<file path="src/rtl/uart_pkg.sv">
// Shared UART definitions: FSM state encoding, frame geometry and default baud divider.
package uart_pkg;
  typedef enum logic [1:0] {
    IDLE  = 2'd0,
    START = 2'd1,
    DATA  = 2'd2,
    STOP  = 2'd3
  } state_t;

  localparam int DATA_BITS       = 8;
  localparam int FRAME_BITS      = 10;
  localparam int CLK_DIV_DEFAULT = 5208;  // 50 MHz / 9600 baud
endpackage

</file>
<file path="src/rtl/uart_fifo.sv">
// Synchronous byte FIFO with registered full/empty flags derived from the next count.
module uart_fifo import uart_pkg::*; #(
  parameter int DEPTH = 4,
  parameter int AW    = 2
) (
  input  logic                 clk,
  input  logic                 rst,
  input  logic                 push,
  input  logic [DATA_BITS-1:0] din,
  input  logic                 pop,
  output logic [DATA_BITS-1:0] dout,
  output logic                 full,
  output logic                 empty
);
  logic [DATA_BITS-1:0] mem [DEPTH];
  logic [AW-1:0]        wptr, rptr;
  logic [AW:0]          count, count_nxt;
  logic                 do_push, do_pop;

  assign do_push = push & ~full;
  assign do_pop  = pop & ~empty;
  assign dout    = mem[rptr];

  always_comb begin
    count_nxt = count;
    if (do_push && !do_pop)      count_nxt = count + 1'b1;
    else if (!do_push && do_pop) count_nxt = count - 1'b1;
  end

  always_ff @(posedge clk or posedge rst) begin
    if (rst) begin
      wptr  <= '0;
      rptr  <= '0;
      count <= '0;
      full  <= 1'b0;
      empty <= 1'b1;
    end else begin
      if (do_push) wptr <= wptr + 1'b1;
      if (do_pop)  rptr <= rptr + 1'b1;
      count <= count_nxt;
      full  <= (count_nxt == (AW+1)'(DEPTH));
      empty <= (count_nxt == '0);
    end
  end

  // Storage needs no reset: flushed entries are unreachable once pointers clear.
  always_ff @(posedge clk) begin
    if (do_push) mem[wptr] <= din;
  end
endmodule

</file>
<file path="src/rtl/uart_sender.sv">
// 8N1 UART transmitter: FIFO-fed FSM with baud counter, shift register and registered tx line.
module uart_sender import uart_pkg::*; #(
  parameter int CLK_DIV = CLK_DIV_DEFAULT,
  parameter int DEPTH   = 4,
  parameter int AW      = 2
) (
  input  logic                 clk,
  input  logic                 rst,
  input  logic [DATA_BITS-1:0] tx_data,
  input  logic                 tx_wr,
  output logic                 tx_full,
  output logic                 tx_empty,
  output logic                 tx_busy,
  output logic                 tx_done,
  output logic                 tx
);
  localparam int CW = $clog2(CLK_DIV);
  localparam int IW = $clog2(DATA_BITS);

  state_t               state, state_nxt;
  logic [CW-1:0]        cnt, cnt_nxt;
  logic [IW-1:0]        idx, idx_nxt;
  logic [DATA_BITS-1:0] shift, shift_nxt, head;
  logic                 pop, tick, done_nxt, tx_nxt;

  uart_fifo #(.DEPTH(DEPTH), .AW(AW)) u_fifo (
    .clk  (clk),
    .rst  (rst),
    .push (tx_wr),
    .din  (tx_data),
    .pop  (pop),
    .dout (head),
    .full (tx_full),
    .empty(tx_empty)
  );

  assign tick = (cnt == CW'(CLK_DIV - 1));

  always_comb begin
    state_nxt = state;
    cnt_nxt   = cnt;
    idx_nxt   = idx;
    shift_nxt = shift;
    pop       = 1'b0;
    done_nxt  = 1'b0;
    tx_nxt    = 1'b1;
    if (state != IDLE) cnt_nxt = tick ? '0 : cnt + 1'b1;
    case (state)
      IDLE: begin
        if (!tx_empty) begin
          pop       = 1'b1;
          shift_nxt = head;
          cnt_nxt   = '0;
          state_nxt = START;
        end
      end
      START: begin
        tx_nxt = 1'b0;
        if (tick) begin
          state_nxt = DATA;
          idx_nxt   = '0;
        end
      end
      DATA: begin
        tx_nxt = shift[0];
        if (tick) begin
          shift_nxt = {1'b0, shift[DATA_BITS-1:1]};
          idx_nxt   = idx + 1'b1;
          if (idx == IW'(DATA_BITS - 1)) state_nxt = STOP;
        end
      end
      STOP: begin
        if (tick) begin
          done_nxt = 1'b1;
          // Chain straight into the next frame so queued bytes leave with no idle gap.
          if (!tx_empty) begin
            pop       = 1'b1;
            shift_nxt = head;
            state_nxt = START;
          end else begin
            state_nxt = IDLE;
          end
        end
      end
      default: state_nxt = IDLE;
    endcase
  end

  // tx follows the current state one cycle later, keeping the line purely registered.
  always_ff @(posedge clk or posedge rst) begin
    if (rst) begin
      state   <= IDLE;
      cnt     <= '0;
      idx     <= '0;
      shift   <= '0;
      tx      <= 1'b1;
      tx_busy <= 1'b0;
      tx_done <= 1'b0;
    end else begin
      state   <= state_nxt;
      cnt     <= cnt_nxt;
      idx     <= idx_nxt;
      shift   <= shift_nxt;
      tx      <= tx_nxt;
      tx_busy <= (state_nxt != IDLE);
      tx_done <= done_nxt;
    end
  end
endmodule

</file>
<file path="config.mk">
export PLATFORM = sky130hd
export DESIGN_NAME = uart_sender
export DESIGN_NICKNAME = d
export VERILOG_FILES = /design/src/rtl/uart_pkg.sv /design/src/rtl/uart_fifo.sv /design/src/rtl/uart_sender.sv
export SDC_FILE = /design/constraint.sdc
export NUM_CORES = 1
export LEC_CHECK = 0
export CAP_MARGIN = 15
export CORE_MARGIN = 5
export CORE_UTILIZATION = 30
export CTS_CLUSTER_SIZE = 25
export DETAILED_ROUTE_END_ITERATION = 8
export PLACE_DENSITY = 0.49
export SLEW_MARGIN = 30
export SYNTH_ARGS = -nofsm -noshare
export SYNTH_HDL_FRONTEND = slang
export SYNTH_HIERARCHICAL = 1
export SYNTH_SLANG_ARGS = --single-unit
</file>
<file path="constraint.sdc">
create_clock -name clk -period 2.46 [get_ports clk]
set_clock_uncertainty 0.2 [all_clocks]
set_input_delay 0.369 -clock clk [delete_from_list [all_inputs] [get_ports clk]]
set_output_delay 0.369 -clock clk [all_outputs]
set_load 0.02 [all_outputs]
</file>
==> impl_metrics.json <==
{
  "status": "finished clean",
  "dp.cells": 412,
  "final_layout_size_suffix_gt1_frac": 0.257,
  "ant_nets": 0,
  "grt_max_degree": 30,
  "power.total_mw": 4.06,
  "ir_worst_vdd_uv": 305,
  "ys_ff_latch": 70,
  "antenna_cells": 0,
  "cts_tree": "yes",
  "ys.flop_type": "dfrtp_1",
  "post-route-drc-count": 0,
  "wl_um": 6250,
  "drt_iter0_drc": 94,
  "dp_hpwl_um": 4300,
  "post_cts_buffers": 0,
  "clockRootBuffer": "clkbuf_8",
  "arrival_ps": 2370,
  "synth_area_per_cell_um2": 13.4,
  "tightest_slew_ps": 647,
  "wl_met2_um": 2900,
  "die_area_um2": 13300,
  "setup_viol": 0,
  "rows": 38,
  "vias_per_cell": 4.77,
  "synth_top_area_frac": 0.289,
  "ios": 16,
  "tns_ps": 0,
  "required_ps": 2540,
  "cts.clk_slew.worst_paths_ps": 80,
  "initial_core_util": 0.306,
  "synth.distinct_cells": 50,
  "cts_sinks": 70,
  "layout_commonest_cell": "dfrtp_1",
  "seqCellArea_um2": 1910,
  "yosysSeqAreaShare": 0.577,
  "multi_input_area_um2": 1320,
  "num-nets-final": 307,
  "wl_per_cell_um": 14.6,
  "area_growth_pct": 18.8,
  "fmax_mhz": 437,
  "cpPeakStageDelay_ps": 460,
  "grt_pass1_vias": 2107,
  "wl_met3_um": 178,
  "layout_min_cycle_time_ps": 2290,
  "slew_headroom": 0.565,
  "endpoint_kind": "flip-flop",
  "layout_common_cells": "36 x dfrtp_1, 32 x edfxtp_1, 19 x nand2_1, 17 x buf_4, 16 x mux2_2",
  "grt_pass1_wl_um": 10700,
  "die_h_um": 115,
  "post_cts_resized": 0,
  "netlist_top_cells_area": "edfxtp_1 29%, dfrtp_1 27%, mux2_2 5.4%",
  "synth_edf_count": 32,
  "htreeDepth": 3,
  "stdcell_count": 428,
  "netlist_instances": 247,
  "nFillCells": 1080,
  "grt_overflow": 0,
  "ctsHoldBuffers": 0,
  "max_cap_viol_count": 0,
  "via_count": 2040,
  "port_buffers": 15,
  "path_class": "flip-flop to flip-flop",
  "top_layer": "met4",
  "die_w_um": 115,
  "netlist.top_cell.by_area": "edfxtp_1",
  "finalCritPeriodShare": 0.931,
  "gp_congestion": 0.811,
  "dr.pass1.iters": 4,
  "grt_util_all_layers": 0.105,
  "rsz0062_at_grt": "false",
  "syn-num-nets": 271,
  "m1WireLength_um": 3050,
  "ys_async_sr_fraction": 0.543,
  "ys.warnings.count": 6,
  "hold_path_class": "input port to async pin",
  "clk_latency_ps": 350,
  "leakage_nw": 1.53,
  "crit_chain": "nor4b_4, nand3_4, nor2_1, o21a_1, nor2b_4, xnor2_2, a211oi_2, o21ba_1",
  "antenna_found_initial": 0,
  "syn_area_um2": 3320,
  "hold_viol": 0,
  "slowest_stage": "dfrtp_1",
  "cp-start-kind": "flip-flop",
  "core-area_um2": 10800,
  "powerDensity_nw_per_um2": 1030,
  "clockBufferDepth": 2,
  "cp_max_fo": 5,
  "slew_viol_final": 0,
  "cts_inserted_buffers": 9
}
## final timing paths
kind                          start         endpoint  slack, ps  depth (start not counted)
max reg2reg                 cnt[11]     u_fifo/empty        170                          8
min                             rst  u_fifo/count[0]        120                          2
min reg2reg                shift[0]               tx        300                          2
min in group clk           shift[0]               tx        300                          2
max in group asynchronous       rst               tx       1500                          3
max                         cnt[11]     u_fifo/empty        170                          8
## worst max-delay path, delay by kind of cell (launching register included)
| kind | cells | cell delay [ps] |
|---|---|---|
| simple gates | 4 | 910 |
| compound gates | 3 | 540 |
| flops | 1 | 460 |
| xor+xnor | 1 | 120 |
## where the power goes
part	internal, mW	switching (mW)	total, mW
Clock	0.480	0.474	0.955
Sequential	1.53	0.172	1.71
Combinational	0.724	0.675	1.40
## metal layers
metal,track usage,vias up
met4,0.0469,0
met1,0.139,1018
met5,0,-
met2,0.159,27
li1,-,984
met3,0.0305,11
## per-stage QoR
step	instance area (um^2)	worst slack [ps]	util	hold WS [ps]
global placement	3730	175	0.344	285
global route	3940	1.81	0.364	146
floorplan	3320	200	-	-3.80
detailed placement	3730	164	0.344	286
CTS	3940	142	0.363	103
finish	3940	171	0.364	123
## cell type report
class | instances | share of cell area
timing repair buffer | 32 | 0.0704
sequential | 70 | 0.485
multi-input combinational | 156 | 0.335
inverter | 14 | 0.0133
clock buffer | 9 | 0.0314
clock inverter | 7 | 0.0203
tap | 140 | 0.0444
## synthesized netlist by cell type, drive strengths merged (2+ instances only)
cell,n
mux4,8
nor2b,2
o211ai,2
a31oi,8
buf,4
dfrtp,36
ha,13
a31o,2
dfstp,2
a41oi,2
nor4,2
nor2,11
a21oi,6
nand3b,2
a221oi,2
edfxtp,32
nand3,6
mux2,16
nand2b,5
xnor2,7
a22o,3
and2,5
nor3,8
o21ai,10
inv,14
clkbuf,3
nand2,19
## registers in the layout, indices dropped and copies added (netlist names), 2 cells and up
signal        count
u_fifo/rptr       2
shift             8
u_fifo/count      3
cnt              13
u_fifo/mem       32
idx               3
state             2
u_fifo/wptr       2
## kinds of logic after synthesis
group                      Yosys count  share of synthesized area
DFF                                 70                      0.577
and+or+nand+nor                     68                      0.122
AOI/OAI and AO/OA                   43                     0.0946
muxes                               24                      0.109
buffers and inverters               21                     0.0279
adders and majority gates           13                     0.0490
xor gates and xnor gates             8                     0.0211
Note: power is estimated with default switching activity, not from simulation.
